**src/rtl/fetch_unit.sv**
```systemverilog
// fetch_unit: instruction fetch stage between the PC register and decode.
// Reads pc_in, requests the word from instruction memory, latches it into
// the instruction register and drives the PC register (pc_wr / pc_next).
// Optional build macro: FETCH_TIMEOUT_EN adds a wait-cycle watchdog that
// raises a sticky fetch_err and restarts the request from IDLE.
//
// Handshakes:
//   memory side : imem_req is raised with imem_addr and held, with the address
//                 stable, until the cycle in which imem_ack=1 (data valid in
//                 that same cycle). A reset may abandon a request.
//   decode side : ir_valid/ir_ready, a transfer happens on a rising edge where
//                 both are 1; ir_data/ir_pc stay stable while ir_valid=1 and
//                 ir_ready=0. ir_valid is forced low in a redirect cycle.
module fetch_unit #(
  parameter int WIDTH          = 32,
  parameter int TIMEOUT_CYCLES = 16
) (
  input  logic             clk,
  input  logic             rst,
  input  logic [WIDTH-1:0] pc_in,
  output logic             pc_wr,
  output logic [WIDTH-1:0] pc_next,
  input  logic             redirect_valid,
  input  logic [WIDTH-1:0] redirect_target,
  output logic             imem_req,
  output logic [WIDTH-1:0] imem_addr,
  input  logic             imem_ack,
  input  logic [WIDTH-1:0] imem_rdata,
  output logic             ir_valid,
  output logic [WIDTH-1:0] ir_data,
  output logic [WIDTH-1:0] ir_pc,
  input  logic             ir_ready,
  output logic             fetch_err
);

  typedef enum logic [1:0] {
    IDLE  = 2'd0,
    REQ   = 2'd1,
    FULL  = 2'd2,
    DRAIN = 2'd3
  } state_t;

  state_t           state;
  state_t           state_next;
  logic [WIDTH-1:0] drain_addr;
  logic             ir_valid_q;
  logic             timeout;

`ifdef FETCH_TIMEOUT_EN
  localparam int CW = $clog2(TIMEOUT_CYCLES + 1);

  logic [CW-1:0] wait_cnt;
  logic          err_q;
  logic          waiting;

  assign waiting = ((state == REQ) || (state == DRAIN)) && !imem_ack;
  // The cycle that would bring the count to TIMEOUT_CYCLES is the timeout cycle.
  assign timeout = waiting && (wait_cnt == CW'(TIMEOUT_CYCLES - 1));

  // Count consecutive unanswered wait cycles; the error flag is sticky.
  always_ff @(posedge clk) begin
    if (rst) begin
      wait_cnt <= '0;
      err_q    <= 1'b0;
    end else begin
      if (waiting && !timeout) wait_cnt <= wait_cnt + 1'b1;
      else                     wait_cnt <= '0;
      if (timeout) err_q <= 1'b1;
    end
  end

  assign fetch_err = err_q;
`else
  assign timeout   = 1'b0;
  assign fetch_err = 1'b0;
`endif

  // State register.
  always_ff @(posedge clk) begin
    if (rst) state <= IDLE;
    else     state <= state_next;
  end

  // Remember the address of the outstanding request so DRAIN can keep
  // presenting it after a redirect has already moved the PC.
  always_ff @(posedge clk) begin
    if (rst)                drain_addr <= '0;
    else if (state == REQ)  drain_addr <= pc_in;
  end

  // Instruction register: capture on an accepted ack, clear on handshake/redirect.
  always_ff @(posedge clk) begin
    if (rst) begin
      ir_valid_q <= 1'b0;
      ir_data    <= '0;
      ir_pc      <= '0;
    end else if (redirect_valid) begin
      ir_valid_q <= 1'b0;
    end else if ((state == REQ) && imem_ack) begin
      ir_valid_q <= 1'b1;
      ir_data    <= imem_rdata;
      ir_pc      <= pc_in;
    end else if ((state == FULL) && ir_valid_q && ir_ready) begin
      ir_valid_q <= 1'b0;
    end
  end

  assign ir_valid = ir_valid_q & ~redirect_valid;

  // Next-state decode plus memory request and PC-write outputs.
  always_comb begin
    state_next = state;
    imem_req   = 1'b0;
    pc_wr      = 1'b0;
    pc_next    = pc_in + WIDTH'(4);
    imem_addr  = (state == DRAIN) ? drain_addr : pc_in;
    case (state)
      IDLE: state_next = REQ;
      REQ: begin
        imem_req = 1'b1;
        if (redirect_valid) begin
          state_next = imem_ack ? REQ : DRAIN;
        end else if (imem_ack) begin
          pc_wr      = 1'b1;
          state_next = FULL;
        end
      end
      FULL: begin
        if (redirect_valid)               state_next = REQ;
        else if (ir_valid_q && ir_ready)  state_next = REQ;
      end
      DRAIN: begin
        imem_req = 1'b1;
        if (imem_ack) state_next = REQ;
      end
      default: state_next = IDLE;
    endcase
    // A redirect always wins the PC write, including over a same-cycle ack.
    if (redirect_valid) begin
      pc_wr   = 1'b1;
      pc_next = redirect_target;
    end
    if (timeout) state_next = IDLE;
    if (rst) begin
      imem_req = 1'b0;
      pc_wr    = 1'b0;
    end
  end

endmodule

```
**config.mk**
```make
export PLATFORM = sky130hd
export DESIGN_NAME = fetch_unit
export DESIGN_NICKNAME = d
export VERILOG_FILES = /design/src/rtl/fetch_unit.sv
export SDC_FILE = /design/constraint.sdc
export NUM_CORES = 1
export LEC_CHECK = 0
export CELL_PAD_IN_SITES_DETAIL_PLACEMENT = 0
export CELL_PAD_IN_SITES_GLOBAL_PLACEMENT = 1
export CORE_UTILIZATION = 25
export DETAILED_ROUTE_END_ITERATION = 10
export PLACE_DENSITY_LB_ADDON = 0.1
export SLEW_MARGIN = 10
export SYNTH_ARGS = -nofsm -noshare
export SYNTH_HDL_FRONTEND = slang
export SYNTH_SLANG_ARGS = --single-unit
export TNS_END_PERCENT = 5
```
**constraint.sdc**
```tcl
create_clock -name clk -period 5.1 [get_ports clk]
set_input_delay 1.53 -clock clk [delete_from_list [all_inputs] [get_ports clk]]
set_output_delay 1.53 -clock clk [all_outputs]
set_load 0.01 [all_outputs]
```
==> summary.md <==
- **run status** finished, final reports clean
- **floorplan row count** 50
- **clock input transition at the sequential cells of the worst setup and hold paths** 70 ps
- **arrival time reported for the critical path endpoint** 3500 ps
- **CTS tree** built
- **leakage power figure** 3.061 nW
- **Hold Path End** ir_data[21]
- **reg2reg start** state[0]
- **Post-synth EDFFs** 0
- **sequential fraction of the synthesis area** 0.4059
- **via count** 5467
- **Sequential cell area** 0.001982 mm²
- **Finish-stage setup viols** 0
- **slew of the pin with the lowest slew margin** 937.4 ps
- **logic depth of the worst register-to-register path** 5
- **hold violation total from the final report** 0
- **setup slack of the worst register-to-register path** 2040 ps
- **Routed met2 length** 9190 µm
- **DRC errors left** 0
- **fraction of layout instances using a drive strength above 1** 0.1703
- **series of cell instances along the critical path** clkdlybuf4s50_1 -> ha_2 -> and3_4 -> nand4_4 -> or4_4 -> a31oi_1 -> buf_2
- **first-pass GRT wire length** 29480 µm
- **minimum clock period** 5033 ps
- **area of combinational cells with multiple inputs** 0.002731 mm²
- **total standard cell area after synthesis** 0.004882 mm²
- **maximum clock frequency** 198.7 MHz
- **hold depth** 2
- **least setup slack across all paths after layout** 66.54 ps
- **non-filler cells in the finished layout** 1182
- **commonest non-fill, non-tap cell in the layout** sky130_fd_sc_hd__nand2_1
- **routed length per placed instance** 16.16 µm
- **Yosys warnings** 0
- **aggregate global routing overflow** 0
- **Post-layout nets** 1020
- **maximum number of pins on one net before global-route repair** 58
- **data required time of the worst path** 3570 ps
- **count of port buffers added during placement** 231
- **cell type contributing the most total cell area after synthesis** sky130_fd_sc_hd__dfxtp_1
- **Sinks on Clock Net** 99
- **synth top area cells** sky130_fd_sc_hd__dfxtp_1 41%, sky130_fd_sc_hd__nand2_1 17%, sky130_fd_sc_hd__a21oi_1 10%
- **Die Ht** 141.7 µm
- **vias in the first global route** 5328
- **Layout Skew** 6.948 ps
- **top-level I/O count** 233
- **Critical Path Source Type** primary input
- **commonest cells after routing, fill and taps aside** 217 x sky130_fd_sc_hd__nand2_1, 200 x sky130_fd_sc_hd__clkdlybuf4s50_1, 101 x sky130_fd_sc_hd__a21oi_1
- **max-cap check violation count** 0
- **cell count after placement** 1165
- **worst-case vdd ir drop** 173.4 µV
- **Tcrit/Tclk final** 0.9870
- **weighted congestion at the end of routability-driven global placement** 0.8352
- **gate count of the mapped netlist** 656
- **relative slew slack** 0.3738
- **setup repair after global routing missed its margin** no
- **Iter 0 DRT Violations** 253
- **Avg Inst Size Synth** 7.442 µm²
- **CTS root buf** sky130_fd_sc_hd__clkbuf_16
- **total met3 wirelength after detailed routing** 1287 µm
- **Final Routed Wirelength** 19100 µm
- **Mapped Nets** 758
- **Cell Pwr Density** 242.4 mW/mm²
- **R2R Path End** ir_data[3]
- **latest clock arrival within the worst-skew pair** 350 ps
- **overall power** 1.996 mW
- **full die area** 0.02009 mm²
- **HPWL after detailed placement** 13740 µm
- **biggest fanout along the worst timing path** 8
- **total track usage** 0.1904
- **Max Slew Vio Count** 0
- **WL met1** 8342 µm
- **hold slack final** 453.1 ps
- **number of clock buffers inserted by TritonCTS** 9
- **Worst Path Class, Setup** in2out
- **slowest library cell on the worst path** sky130_fd_sc_hd__or4_4
- **top_reg_cell synth** sky130_fd_sc_hd__dfxtp_1
- **Critical Path Max Stage Delay** 540 ps
- **area of the core region** 0.01889 mm²
- **path type of the worst min-delay path** reg2reg
- **fraction of synthesized cell area taken by the top area cell type** 0.4059
- **vias per cell** 4.625
- **x dimension of the die** 141.7 µm
- **number of nets still failing antenna checks after routing** 0
- **Longest Clk Path Bufs** 2
- **Worst Setup End Kind** output port
- **number of distinct standard cells referenced by the synthesized netlist** 45
- **Pre-antenna DRT Iters** 4
- **number of antenna violations at the first check in global routing** 0
- **pre-CTS WS** -512.9 ps
- **area growth from synthesis to layout** 68.66%
- **uppermost signal routing layer after detailed routing** met4
- **post-route setup TNS** 0 ps
- **starting density of the core** 0.2584
- **Hold Path Origin** ir_data[21]
- **H-Tree Depth** 3
- **post-synthesis async set-or-reset flop share** 0
- **#FFs+latches synth** 99
- **total inserted antenna cells** 0
- **layout filler cell count** 1930
worst max-delay path by stage:
stage	start	endpoint	cells past startpoint
finish	pc_in[2]	pc_next[28]	7
global route	pc_in[2]	pc_next[28]	7
CTS	pc_in[5]	pc_next[20]	8
detailed placement	pc_in[2]	pc_next[30]	7
global placement	pc_in[2]	pc_next[26]	7
floorplan	pc_in[2]	pc_next[28]	5
what timing repair did:
item | CTS | global route
hold endpoints to repair | 0 | 0
cloned | 0 | 0
endpoints found under the setup margin | 23 | 15
buffers inserted | 0 | 2
pin swaps | 6 | 6
resized for setup | 40 | 21
hold buffers | 0 | 0
critical path: cells and delay by family:
family	cells	cell delay, ps
adder cells (fa/ha/maj)	1	210
AND/OR/NAND/NOR	3	930
AO/OA/AOI/OAI	1	170
buffers and inverters	2	660
registers in the layout, summed over array words and instances (netlist names):
register	flops
drain_addr	32
ir_data	32
ir_pc	32
ir_valid_q	1
state	2
final cells by class:
cell class / count / share of cell area
repair buffers: 307 / 0.3489
multi-input cells: 498 / 0.3317
flip-flops and latches: 99 / 0.2407
well taps: 260 / 0.03951
clock buffers: 11 / 0.03069
clock inverters: 4 / 0.007142
inverters: 3 / 0.001368
Yosys cell counts, types with 2 or more instances:
master and n:
sky130_fd_sc_hd__buf_2 12, sky130_fd_sc_hd__xor2_1 8, sky130_fd_sc_hd__or4_1 6, sky130_fd_sc_hd__clkbuf_1 36
sky130_fd_sc_hd__and4_1 4, sky130_fd_sc_hd__a31oi_1 12, sky130_fd_sc_hd__nand4_1 9, sky130_fd_sc_hd__buf_1 6
sky130_fd_sc_hd__nand2_1 218, sky130_fd_sc_hd__mux2_2 35, sky130_fd_sc_hd__and3_1 4, sky130_fd_sc_hd__nor2_1 16
sky130_fd_sc_hd__o211ai_1 2, sky130_fd_sc_hd__o31ai_1 7, sky130_fd_sc_hd__or3_1 5, sky130_fd_sc_hd__nor3_1 2
sky130_fd_sc_hd__xnor2_1 6, sky130_fd_sc_hd__and2_1 2, sky130_fd_sc_hd__o21ai_0 23, sky130_fd_sc_hd__nand4b_1 2
sky130_fd_sc_hd__a21oi_1 101, sky130_fd_sc_hd__nor2b_1 5, sky130_fd_sc_hd__nand3_1 13, sky130_fd_sc_hd__dfxtp_1 99
sky130_fd_sc_hd__inv_1 3
cells by family (layout without fill, tap and decap cells):
kind of cell | Yosys count | after routing | synth area share
muxes | 35 | 35 | 0.08073
xor gates and xnor gates | 14 | 14 | 0.02512
buffers and inverters | 59 | 325 | 0.05074
and+or+nand+nor | 298 | 298 | 0.2709
adders and majority gates | 1 | 1 | 0.002562
other | 1 | 1 | 0.0007681
DFF | 99 | 99 | 0.4059
AOI/OAI and AO/OA | 149 | 149 | 0.1632
through the flow:
| step | area [µm²] | utilization |
|---|---|---|
| 5_1_grt | 8234 | 0.4358 |
| 4_1_cts | 8197 | 0.4338 |
| 3_5_place_dp | 7881 | 0.4172 |
| 6_report | 8234 | 0.4358 |
| 2_1_floorplan | 4882 | - |
| 3_3_place_gp | 7881 | 0.4172 |
layer usage:
| layer | GRT usage | vias up |
|---|---|---|
| met2 | 0.3298 | 153 |
| li1 | - | 2745 |
| met5 | 0 | - |
| met3 | 0.05501 | 18 |
| met4 | 0.05433 | 0 |
| met1 | 0.2277 | 2551 |
power by group:
group	switching (mW)	total (mW)	internal, mW
Sequential	0.0184	0.826	0.807
Clock	0.319	0.729	0.410
Combinational	0.208	0.441	0.234
(Power assumes the default switching activity.)
